[src/rtl/stream_magnitude_comparator_if.sv]
// Word-serial operand/result handshake bundle for the stream magnitude comparator.
// The comparator sits on the slave side; whoever feeds operands and drains flags is the master.
interface stream_magnitude_comparator_if #(
    parameter int WORD_W    = 4,
    parameter int NUM_WORDS = 4
);
    logic              In_Valid;
    logic              In_Ready;
    logic [WORD_W-1:0] In1;
    logic [WORD_W-1:0] In2;
    logic              Signed_Mode;
    logic              Out_Valid;
    logic              Out_Ready;
    logic              Greater;
    logic              Lesser;
    logic              Equal;

    modport master (
        output In_Valid, In1, In2, Signed_Mode, Out_Ready,
        input  In_Ready, Out_Valid, Greater, Lesser, Equal
    );

    modport slave (
        input  In_Valid, In1, In2, Signed_Mode, Out_Ready,
        output In_Ready, Out_Valid, Greater, Lesser, Equal
    );
endinterface

[src/rtl/stream_magnitude_comparator.sv]
// Compares two multi-word operands streamed most-significant word first.
// The first differing word decides the verdict; the result is held until the consumer takes it.
module stream_magnitude_comparator #(
    parameter int WORD_W    = 4,
    parameter int NUM_WORDS = 4
) (
    input logic                          clk,
    input logic                          rst,
    stream_magnitude_comparator_if.slave bus
);
    localparam int CNT_W = (NUM_WORDS > 1) ? $clog2(NUM_WORDS) : 1;
    localparam logic [CNT_W-1:0] LAST_CNT = CNT_W'(NUM_WORDS - 1);

    typedef enum logic {
        ACCUM,
        HOLD
    } state_t;

    state_t           state;
    state_t           state_next;
    logic [CNT_W-1:0] word_cnt;
    logic             decided;
    logic [1:0]       verdict;
    logic             greater_q;
    logic             lesser_q;
    logic             equal_q;

    logic             accept;
    logic             release_result;
    logic             first_word;
    logic             last_word;
    logic             word_ne;
    logic             word_gt;
    logic [1:0]       final_verdict;

    // verdict encoding is {GT, LT}; 2'b00 means no word has differed yet.
    // Only the most-significant word carries the sign, so signedness matters there alone.
    always_comb begin
        accept         = (state == ACCUM) && bus.In_Valid;
        release_result = (state == HOLD) && bus.Out_Ready;
        first_word     = (word_cnt == '0);
        last_word      = (word_cnt == LAST_CNT);
        word_ne        = (bus.In1 != bus.In2);
        if (first_word && bus.Signed_Mode) begin
            word_gt = ($signed(bus.In1) > $signed(bus.In2));
        end else begin
            word_gt = (bus.In1 > bus.In2);
        end
        if (decided) begin
            final_verdict = verdict;
        end else if (word_ne) begin
            final_verdict = word_gt ? 2'b10 : 2'b01;
        end else begin
            final_verdict = 2'b00;
        end
    end

    always_ff @(posedge clk or posedge rst) begin
        if (rst) begin
            state <= ACCUM;
        end else begin
            state <= state_next;
        end
    end

    always_comb begin
        state_next = state;
        case (state)
            ACCUM: if (accept && last_word) state_next = HOLD;
            HOLD:  if (release_result) state_next = ACCUM;
            default: state_next = ACCUM;
        endcase
    end

    // The last word commits the verdict into the output flags and clears the
    // tracking state, so the next pair starts fresh even before the handshake.
    always_ff @(posedge clk or posedge rst) begin
        if (rst) begin
            word_cnt  <= '0;
            decided   <= 1'b0;
            verdict   <= 2'b00;
            greater_q <= 1'b0;
            lesser_q  <= 1'b0;
            equal_q   <= 1'b0;
        end else if (release_result) begin
            word_cnt  <= '0;
            decided   <= 1'b0;
            verdict   <= 2'b00;
            greater_q <= 1'b0;
            lesser_q  <= 1'b0;
            equal_q   <= 1'b0;
        end else if (accept) begin
            if (last_word) begin
                word_cnt  <= '0;
                decided   <= 1'b0;
                verdict   <= 2'b00;
                greater_q <= final_verdict[1];
                lesser_q  <= final_verdict[0];
                equal_q   <= (final_verdict == 2'b00);
            end else begin
                word_cnt <= word_cnt + CNT_W'(1);
                decided  <= decided | word_ne;
                verdict  <= final_verdict;
            end
        end
    end

    assign bus.In_Ready  = (state == ACCUM);
    assign bus.Out_Valid = (state == HOLD);
    assign bus.Greater   = greater_q;
    assign bus.Lesser    = lesser_q;
    assign bus.Equal     = equal_q;
endmodule

[src/flat_wrapper.sv]
// flat-port wrapper written by rule: the top's interface ports become plain ports
module stream_magnitude_comparator_flat 
#(
    parameter int WORD_W    = 4,
    parameter int NUM_WORDS = 4
)
  (clk, rst, bus_In_Valid, bus_In1, bus_In2, bus_Signed_Mode, bus_Out_Ready, bus_In_Ready, bus_Out_Valid, bus_Greater, bus_Lesser, bus_Equal);
  stream_magnitude_comparator_if #(.WORD_W(WORD_W), .NUM_WORDS(NUM_WORDS)) bus_i ();
  input logic clk;
  input logic rst;
  input wire logic [$bits(bus_i.In_Valid)-1:0] bus_In_Valid;
  input wire logic [$bits(bus_i.In1)-1:0] bus_In1;
  input wire logic [$bits(bus_i.In2)-1:0] bus_In2;
  input wire logic [$bits(bus_i.Signed_Mode)-1:0] bus_Signed_Mode;
  input wire logic [$bits(bus_i.Out_Ready)-1:0] bus_Out_Ready;
  output wire logic [$bits(bus_i.In_Ready)-1:0] bus_In_Ready;
  output wire logic [$bits(bus_i.Out_Valid)-1:0] bus_Out_Valid;
  output wire logic [$bits(bus_i.Greater)-1:0] bus_Greater;
  output wire logic [$bits(bus_i.Lesser)-1:0] bus_Lesser;
  output wire logic [$bits(bus_i.Equal)-1:0] bus_Equal;
  assign bus_i.In_Valid = bus_In_Valid;
  assign bus_i.In1 = bus_In1;
  assign bus_i.In2 = bus_In2;
  assign bus_i.Signed_Mode = bus_Signed_Mode;
  assign bus_i.Out_Ready = bus_Out_Ready;
  assign bus_In_Ready = bus_i.In_Ready;
  assign bus_Out_Valid = bus_i.Out_Valid;
  assign bus_Greater = bus_i.Greater;
  assign bus_Lesser = bus_i.Lesser;
  assign bus_Equal = bus_i.Equal;
  stream_magnitude_comparator #(.WORD_W(WORD_W), .NUM_WORDS(NUM_WORDS)) u_core (.clk(clk), .rst(rst), .bus(bus_i));
endmodule
[config.mk]
export PLATFORM = sky130hd
export DESIGN_NAME = stream_magnitude_comparator_flat
export DESIGN_NICKNAME = d
export VERILOG_FILES = /design/src/rtl/stream_magnitude_comparator_if.sv /design/src/rtl/stream_magnitude_comparator.sv /design/src/flat_wrapper.sv
export SDC_FILE = /design/constraint.sdc
export NUM_CORES = 1
export LEC_CHECK = 0
export CORE_UTILIZATION = 35
export DETAILED_ROUTE_END_ITERATION = 8
export PLACE_DENSITY_LB_ADDON = 0.05
export RECOVER_POWER = 50
export SYNTH_ARGS = -nofsm -noshare
export SYNTH_HDL_FRONTEND = slang
export SYNTH_SLANG_ARGS = --single-unit
export TNS_END_PERCENT = 100
[constraint.sdc]
create_clock -name clk -period 1.7 [get_ports clk]
set_input_delay 0.34 -clock clk [delete_from_list [all_inputs] [get_ports clk]]
set_output_delay 0.34 -clock clk [all_outputs]
set_load 0.02 [all_outputs]
==> impl_metrics.csv, run 1 <==
group,metric,value,unit
cells_and_area,syn2layout_area_growth,50.3,%
global_routing,grt_max_degree,10,
die,start_util,37.8,%
placement,port_buffers,17,
clocking,htreeDepth,1,
critical_path,start_kind,"input port",
yosys,yosysWarnings,0,
timing,worstMarginPinSlew,351,ps
timing,finalCritPeriodShare,96.8,%
clocking,cts_tree,"built",
detailed_routing,drt-wirelength-per-cell,12.6,um
cells_and_area,final_cell_area,867,um^2
global_routing,grtUsageMet2,28.9,%
placement,dpl_worst_slack,-485,ps
global_routing,met3_usage,4.74,%
flow_run,drv_cap,0,
critical_path,worstPathArrival,1820,ps
placement,placed_cell_area,800,um^2
cells_and_area,utilization,56.9,%
critical_path,criticalPathCategory,"in -> reg",
critical_path,path_depth,7,
clocking,cts_num_sinks,9,
yosys,netlist_area,577,um^2
cells_and_area,layout_common_cells,"9 x o21ai_0, 9 x dfrtp_1, 8 x dlygate4sd2_1",
global_routing,busiest_layer,"met2",
yosys,yosys.area.top_type,"dfrtp_1",
cells_and_area,fin_nets,111,
die,die_x,42.6,um
critical_path,crit_slowest_cell,"clkdlybuf4s50_1",
global_routing,grt_usage,17.8,%
power_and_ir_drop,p_leak,0.426,nW
cells_and_area,drive_above_1_share,18.7,%
clocking,clk_latency,260,ps
hold_path,min_path_type,"in -> async",
timing,hold_viol_final,0,
detailed_routing,wl,1350,um
detailed_routing,ant_nets,0,
critical_path,end_kind,"register",
critical_path,crit_required,1870,ps
timing,rsz0062_at_grt,"no",
timing,relSlewSlack,76.5,%
critical_path,path_buf_inv,1,
run_status,outcome,"complete, no violations",
power_and_ir_drop,powerDensity,1210,nW/um^2
detailed_routing,vias_per_cell,5.21,
cells_and_area,multiInputGateArea,347,um^2
critical_path,worst_r2r_path_depth,6,
placement,gp_congestion,0.743,
clocking,cts_inserted_buffers,3,
timing,fmax,0.607,GHz
placement,place_inst,101,
yosys,syn_inst,64,
clocking,cts_hold_buf,0,
yosys,netlist.area_leader.share,39.0,%
yosys,synth.net_count,83,
timing,whs,481,ps
clocking,cts_max_path_buffers,2,
critical_path,crit_family,"compound AO/OA/AOI/OAI gates",
detailed_routing,firstDrtPassIters,3,
critical_path,cp_max_fo,2,
timing,setup_violations,0,
critical_path,cpPeakStageDelay,400,ps
clocking,cts_root_buf,"clkbuf_4",
timing,period_needed,1650,ps
die,dieArea,1810,um^2
die,die-height,42.6,um
detailed_routing,drc,0,
yosys,yosys-top-cells-area,"dfrtp_1 39%, ha_1 13%, o21ai_0 7.8%",
clocking,clk_pin_slew_worst_paths,60,ps
cells_and_area,fill_cells,164,
placement,hpwl,1030,um
global_routing,grt-ovfl-total,0,
global_routing,antenna_found_initial,0,
critical_path,reg2reg_slack,110,ps
timing,final.setup.worst_slack,53.9,ps
die,io-pin-count,18,
yosys,syn_avg_cell_area,9.01,um^2
yosys,ys_types,25,
die,rows,14,
power_and_ir_drop,ir_drop,0.488,mV
global_routing,grt_pass1_vias,574,
yosys,synth-seq-area-share,39.0,%
timing,fin_worst_skew,0.619,ps
cells_and_area,layout.area.seq,225,um^2
cells_and_area,diodes,0,
critical_path,crit_chain,"clkdlybuf4s50_1 > ha_2 > nor2b_1 > o211ai_1 > a311o_1 > a2bb2oi_2 > o31ai_2",
detailed_routing,drt_iter0_markers,7,
global_routing,grt_use_met1,22.0,%
timing,slew_viol_final,0,
cells_and_area,final_cells,107,
yosys,synth_seq_cells,9,
global_routing,grt_pass1_wl,2390,um
die,core_region_area,1520,um^2
detailed_routing,vias,557,
-- cell families after synthesis --
| logic type | after synthesis | share of synthesized area [%] |
|---|---|---|
| multiplexers | 1 | 1.74 |
| adder cells (fa/ha/maj) | 6 | 13.0 |
| AND/OR/NAND/NOR | 15 | 13.7 |
| flip-flops | 9 | 39.0 |
| buffers and inverters | 10 | 6.72 |
| AO/OA/AOI/OAI | 23 | 25.8 |
-- final cells by class --
cell class | instances | area share (%)
Timing Repair Buffer | 24 | 24.8
Inverter | 9 | 3.90
Multi-Input combinational cell | 45 | 40.0
Tap cell | 16 | 2.31
Clock buffer | 4 | 3.03
Sequential cell | 9 | 26.0
-- final timing paths --
| path | start | end |
|---|---|---|
| max | bus_In2[0] | u_core.bus.Greater$_DFFE_PP0P_ |
| min | rst | u_core.bus.Out_Valid$_DFF_PP0_ |
| max reg2reg | u_core.word_cnt[0]$_DFFE_PP0P_ | u_core.bus.Greater$_DFFE_PP0P_ |
| min reg2reg | u_core.bus.Equal$_DFFE_PP0P_ | u_core.bus.Equal$_DFFE_PP0P_ |
| max in group asynchronous | rst | u_core.word_cnt[1]$_DFFE_PP0P_ |
| min in group clk | u_core.bus.Equal$_DFFE_PP0P_ | u_core.bus.Equal$_DFFE_PP0P_ |
-- registers in the layout (all words and copies together) (netlist names) --
name / flops
u_core.bus.Equal: 1
u_core.bus.Greater: 1
u_core.decided: 1
u_core.verdict: 2
u_core.word_cnt: 2
u_core.bus.Out_Valid: 1
u_core.bus.Lesser: 1
-- metal layers --
metal,part of all wire (%),up-vias
met5,0,-
met2,47,12
li1,-,283
met1,47,260
met3,5.5,2
met4,1.1,0
-- synth_stat cells --
cell,n
nor2_1,2
nand3b_1,1
nand4_1,1
a22oi_1,1
a22o_1,1
a21oi_1,3
dfrtp_1,9
and4b_1,1
o31ai_2,1
a2bb2oi_1,1
o22ai_1,1
mux2i_1,1
o21ai_1,1
o21ai_0,9
buf_2,1
o211ai_1,2
ha_1,6
a311o_1,1
inv_1,9
and3_1,1
nand2b_1,1
o31ai_1,1
o21bai_1,1
nand2_1,6
nor2b_1,2
-- report_power, final --
part / switching, mW / internal (mW)
sequential: 0.0678 / 0.298
clock: 0.0754 / 0.0905
combinational: 0.267 / 0.254
total: 0.410 / 0.643
-- timing repair --
| item | 4_1_cts | 5_1_grt |
|---|---|---|
| setup endpoints to repair | 6 | 2 |
| pin swaps | 9 | 3 |
| buffers inserted | 1 | 1 |
| resized for setup | 14 | 1 |
-- stage by stage --
step | power (mW) | setup TNS [ps]
final | 1.05 | 0
after global routing | 1.15 | 0
after CTS | 1.05 | 0
after detailed placement | 0.874 | -2150
after global placement | 0.874 | -1980
after floorplan | 0.665 | 0
Note: power is estimated with default switching activity, not from simulation.
==> run 2, diff against run 1 <==
Settings changed: CORE_MARGIN set to 4.
==> run 2 against run 1 <==
Clock skew increased by 6.2 ps. Global-route usage down 4.5 points. Largest power group unchanged. First-iteration DRC count grew 100%.
==> impl_metrics.csv, run 2 (synthesis results as in run 1) <==
group,metric,value,unit
timing,finalCritPeriodShare,92.5,%
run_status,outcome,"complete, no violations",
cells_and_area,fin_nets,109,
detailed_routing,vias_per_cell,5.29,
critical_path,cp_max_fo,3,
cells_and_area,final_cells,105,
detailed_routing,drc,0,
placement,port_buffers,17,
global_routing,grt_pass1_wl,2440,um
global_routing,grt_max_degree,10,
clocking,htreeDepth,1,
clocking,cts_tree,"built",
die,core_region_area,1520,um^2
placement,gp_congestion,0.772,
critical_path,crit_family,"buffers and inverters",
critical_path,rr_endpoint,"u_core.bus.Greater$_DFFE_PP0P_",
clocking,cts_max_path_buffers,2,
clocking,cts_inserted_buffers,3,
power_and_ir_drop,powerDensity,1250,nW/um^2
global_routing,antenna_found_initial,0,
timing,tns,0,ps
critical_path,reg2reg_slack,130,ps
timing,fmax,0.636,GHz
global_routing,grt-ovfl-total,0,
global_routing,grt_pass1_vias,547,
die,io-pin-count,18,
critical_path,start_kind,"register",
critical_path,crit_required,1360,ps
timing,slew_viol_final,0,
timing,setup_violations,0,
cells_and_area,layout_common_cells,"9 x dfrtp_1, 8 x o21ai_0, 7 x inv_1",
cells_and_area,diodes,0,
cells_and_area,top_regs,"u_core.verdict: 2 flops, u_core.word_cnt: 2 flops",
cells_and_area,syn2layout_area_growth,46.4,%
critical_path,cpPeakStageDelay,610,ps
timing,hold_viol_final,0,
detailed_routing,wl,1420,um
clocking,clk_pin_slew_worst_paths,70,ps
power_and_ir_drop,p_leak,0.416,nW
critical_path,crit_start,"u_core.bus.Equal$_DFFE_PP0P_",
die,dieArea,2360,um^2
critical_path,path_buf_inv,1,
critical_path,crit_slowest_cell,"clkdlybuf4s50_1",
critical_path,criticalPathCategory,"reg -> out",
timing,period_needed,1570,ps
detailed_routing,ant_nets,0,
cells_and_area,final_common_cell,"dfrtp_1",
timing,fin_worst_skew,6.78,ps
clocking,clk_latency,260,ps
timing,rsz0062_at_grt,"no",
timing,relSlewSlack,74.1,%
clocking,cts_hold_buf,0,
power_and_ir_drop,ir_drop,0.545,mV
detailed_routing,drt_iter0_markers,14,
die,rows,14,
detailed_routing,drt-wirelength-per-cell,13.5,um
cells_and_area,fill_cells,156,
global_routing,grt_usage,13.2,%
detailed_routing,firstDrtPassIters,4,
critical_path,crit_chain,"clkdlybuf4s50_1",
critical_path,worstPathArrival,1230,ps
flow_run,drv_cap,0,
cells_and_area,drive_above_1_share,15.7,%
critical_path,worst_r2r_path_depth,6,
timing,worstMarginPinSlew,388,ps
placement,hpwl,1100,um
critical_path,end_kind,"output pin",
clocking,cts_num_sinks,9,
hold_path,min_path_type,"in -> async",
clocking,cts_root_buf,"clkbuf_4",
die,die_x,48.6,um
die,die-height,48.6,um
die,start_util,37.8,%
timing,whs,480,ps
placement,place_inst,100,
critical_path,r2r_start,"u_core.word_cnt[0]$_DFFE_PP0P_",
detailed_routing,vias,555,
[run 2: changes by cell type in the layout (fill, tap and decap cells not counted), sizes merged]
| cell | previous run | this run |
|---|---|---|
| clkdlybuf4s15 | 0 | 1 |
| dlygate4sd3 | 2 | 1 |
| buf | 7 | 3 |
| clkbuf | 4 | 7 |
| dlygate4sd2 | 8 | 6 |
| dlymetal6s2s | 1 | 2 |
[run 2: stage by stage]
stage	worst slack (ps)	instance area, um^2	total power [mW]	utilization, %
global route	15.1	845	1.15	55.4
global placement	-416	792	0.867	52.0
CTS	13.2	840	1.06	55.1
detailed placement	-454	792	0.876	52.0
finish	128	845	1.05	55.4
floorplan	114	577	0.665	-
[run 2: worst max-delay path by stage]
stage	cells past startpoint	slack, ps	end
final	1	130	bus_Equal
after global routing	7	20	u_core.bus.Lesser$_DFFE_PP0P_
after CTS	6	10	u_core.bus.Greater$_DFFE_PP0P_
after detailed placement	8	-450	u_core.bus.Greater$_DFFE_PP0P_
after global placement	8	-420	u_core.bus.Greater$_DFFE_PP0P_
after floorplan	7	110	u_core.bus.Greater$_DFFE_PP0P_
[run 2: cell type report]
cell class	instances	area [um^2]	area share [%]
clock buffer	4	26.3	3.11
inverter	9	33.8	4.00
multi-input combinational	45	347	41.0
sequential	9	225	26.7
tap	16	20.0	2.37
timing repair buffer	22	193	22.8
[run 2: timing repair]
action	4_1_cts	5_1_grt
setup buffers	0	1
gates resized for setup	13	7
pin swaps	7	7
endpoints found under the setup margin	6	3
[run 2: report_power, final]
| group | internal (mW) | switching (mW) | total [mW] |
|---|---|---|---|
| clock network | 0.0906 | 0.0804 | 0.171 |
| logic | 0.242 | 0.275 | 0.517 |
| registers | 0.298 | 0.0667 | 0.365 |
| total | 0.630 | 0.422 | 1.05 |
[run 2: per-layer routing]
metal	up-vias	wire, um	GRT usage, %
li1	280	-	-
met1	255	678	17.2
met2	16	608	18.5
met3	4	108	4.60
met4	0	26	8.07
met5	-	0	0
==> run 3, diff against run 2 <==
Settings changed: PLACE_DENSITY_LB_ADDON 0.05 to not set.
==> run 3 against run 2 <==
Via count shrank 0.72%. Cell area rose by 4.4%. Global-route usage decreased by 0.89 points. Largest power group unchanged. Non-clock buffer count grew 3. Power is essentially flat. Combinational power up 0.8%. Setup slack worse by 65 ps. Sequential cell count is the same. Die area did not move. First-iteration DRC count is 79% lower. Critical endpoint is now u_core.bus.Greater$_DFFE_PP0P_. Utilization up 2.5 points. Largest cell class unchanged. Sequential share of layout area fell by 1.1 points.
==> impl_metrics.csv, run 3 (synthesis results as in run 1) <==
group,metric,value,unit
global_routing,grt_usage,12.3,%
cells_and_area,drive_above_1_share,18.5,%
clocking,cts_num_sinks,9,
power_and_ir_drop,power_switching,0.412,mW
power_and_ir_drop,ir_drop,0.668,mV
critical_path,end_kind,"register",
timing,worstMarginPinSlew,364,ps
clocking,cts_hold_buf,0,
detailed_routing,drc,0,
critical_path,criticalPathCategory,"in -> reg",
power_and_ir_drop,clockPowerShare,16.0,%
hold_path,min_path_type,"in -> async",
clocking,cts_inserted_buffers,3,
critical_path,worstPathArrival,1820,ps
timing,period_needed,1640,ps
critical_path,crit_family,"compound AO/OA/AOI/OAI gates",
global_routing,grt_max_degree,10,
critical_path,cp_max_fo,4,
power_and_ir_drop,powerDensity,1190,nW/um^2
die,die_x,48.6,um
detailed_routing,firstDrtPassIters,6,
die,start_util,37.8,%
clocking,cts_max_path_buffers,2,
timing,relSlewSlack,75.7,%
placement,hpwl,987,um
power_and_ir_drop,p_comb_share,49.6,%
cells_and_area,syn2layout_area_growth,52.9,%
timing,fin_worst_skew,0.417,ps
global_routing,antenna_found_initial,0,
die,io-pin-count,18,
cells_and_area,fill_cells,147,
critical_path,crit_required,1880,ps
critical_path,cpPeakStageDelay,390,ps
critical_path,start_kind,"input port",
die,rows,14,
die,core_region_area,1520,um^2
detailed_routing,wl,1300,um
power_and_ir_drop,p_sw_share,39.1,%
cells_and_area,final_common_cell,"dfrtp_1",
power_and_ir_drop,power.internal,0.640,mW
power_and_ir_drop,p_total,1.05,mW
detailed_routing,drt_iter0_markers,3,
die,dieArea,2360,um^2
detailed_routing,vias,551,
clocking,cts_root_buf,"clkbuf_4",
critical_path,path_buf_inv,2,
timing,rsz0062_at_grt,"no",
run_status,outcome,"complete, no violations",
detailed_routing,ant_nets,0,
global_routing,grt-ovfl-total,0,
timing,setup_violations,0,
global_routing,grt_pass1_wl,2380,um
power_and_ir_drop,p_leak,0.446,nW
clocking,cts_tree,"built",
timing,fmax,0.611,GHz
placement,port_buffers,17,
critical_path,crit_slowest_cell,"a311o_1",
timing,finalCritPeriodShare,96.3,%
cells_and_area,layout_common_cells,"9 x dfrtp_1, 8 x o21ai_0, 7 x inv_1",
placement,gp_congestion,0.867,
global_routing,grt_pass1_vias,555,
cells_and_area,fin_nets,112,
power_and_ir_drop,p_seq_share,34.4,%
timing,slew_viol_final,0,
timing,hold_viol_final,0,
cells_and_area,diodes,0,
detailed_routing,vias_per_cell,5.10,
flow_run,drv_cap,0,
clocking,htreeDepth,1,
clocking,clk_pin_slew_worst_paths,60,ps
cells_and_area,top_regs,"u_core.verdict: 2 flops, u_core.word_cnt: 2 flops",
timing,whs,477,ps
clocking,clk_latency,260,ps
die,die-height,48.6,um
critical_path,crit_chain,"dlygate4sd2_1 > ha_4 > buf_4 > o211ai_1 > a311o_1 > a2bb2oi_2 > o31ai_2",
detailed_routing,drt-wirelength-per-cell,12.0,um
[run 3: cell count changes in the layout (fill, tap and decap cells not counted)]
| cell | previous run | this run |
|---|---|---|
| dlygate4sd2_1 | 6 | 4 |
| clkdlybuf4s15_1 | 1 | 2 |
| dlymetal6s2s_1 | 2 | 4 |
| buf_4 | 3 | 6 |
| ha_2 | 1 | 2 |
| clkbuf_2 | 1 | 0 |
| ha_1 | 3 | 2 |
[run 3: area by class of cell]
type | instances | area [um^2] | area share, %
multi-input cells | 45 | 349 | 39.6
repair buffers | 25 | 228 | 25.8
well taps | 16 | 20.0 | 2.27
flip-flops and latches | 9 | 225 | 25.5
inverters | 9 | 33.8 | 3.83
clock buffers | 4 | 26.3 | 2.98
[run 3: final timing paths]
path | startpoint | end | slack, ps | depth (start not counted)
max | bus_In1[3] | u_core.bus.Greater$_DFFE_PP0P_ | 60 | 7
min | rst | u_core.word_cnt[0]$_DFFE_PP0P_ | 480 | 2
max reg2reg | u_core.word_cnt[0]$_DFFE_PP0P_ | u_core.bus.Greater$_DFFE_PP0P_ | 80 | 6
min reg2reg | u_core.bus.Lesser$_DFFE_PP0P_ | u_core.bus.Lesser$_DFFE_PP0P_ | 510 | 2
max in group asynchronous | rst | u_core.decided$_DFFE_PP0P_ | 960 | 2
min in group clk | u_core.bus.Lesser$_DFFE_PP0P_ | u_core.bus.Lesser$_DFFE_PP0P_ | 510 | 2
[run 3: per-layer routing]
layer  routed length [um]  up-vias  GRT usage [%]
met5                    0        -              0
met4                   10        0           4.04
met3                   59        2           4.91
met2                  614        8           19.3
met1                  614      256           15.3
li1                     -      285              -
[run 3: per-stage QoR]
step                      setup WS, ps  cell area (um^2)  cells  utilization (%)  setup TNS, ps
final                             63.0               882    108             57.9              0
after floorplan                    114               577     64                -              0
after detailed placement          -417               800    101             52.5          -1970
after CTS                         36.5               845    106             55.4              0
after global placement            -414               800    101             52.5          -1970
after global routing              20.3               882    108             57.9              0
[run 3: what timing repair did]
action | in CTS | in global routing
buffers inserted | 1 | 2
resized for setup | 9 | 11
setup endpoints to repair | 6 | 3
cloned | 0 | 0
pin swaps | 7 | 7
[run 3: power groups by stage]
stage	sequential, mW	clock (mW)	combinational, mW
6_report	0.362	0.169	0.521
5_1_grt	0.375	0.186	0.590
4_1_cts	0.365	0.176	0.504
3_5_place_dp	0.364	0	0.502
3_3_place_gp	0.364	0	0.500
2_1_floorplan	0.389	0	0.276
[run 3: worst reg2reg max path, stage by stage (launching register included)]
cell and delay [ps]:
dfrtp_1 360, inv_1 80, ha_2 190, and4b_1 170
a311o_1 350, a2bb2oi_2 150, o31ai_2 230
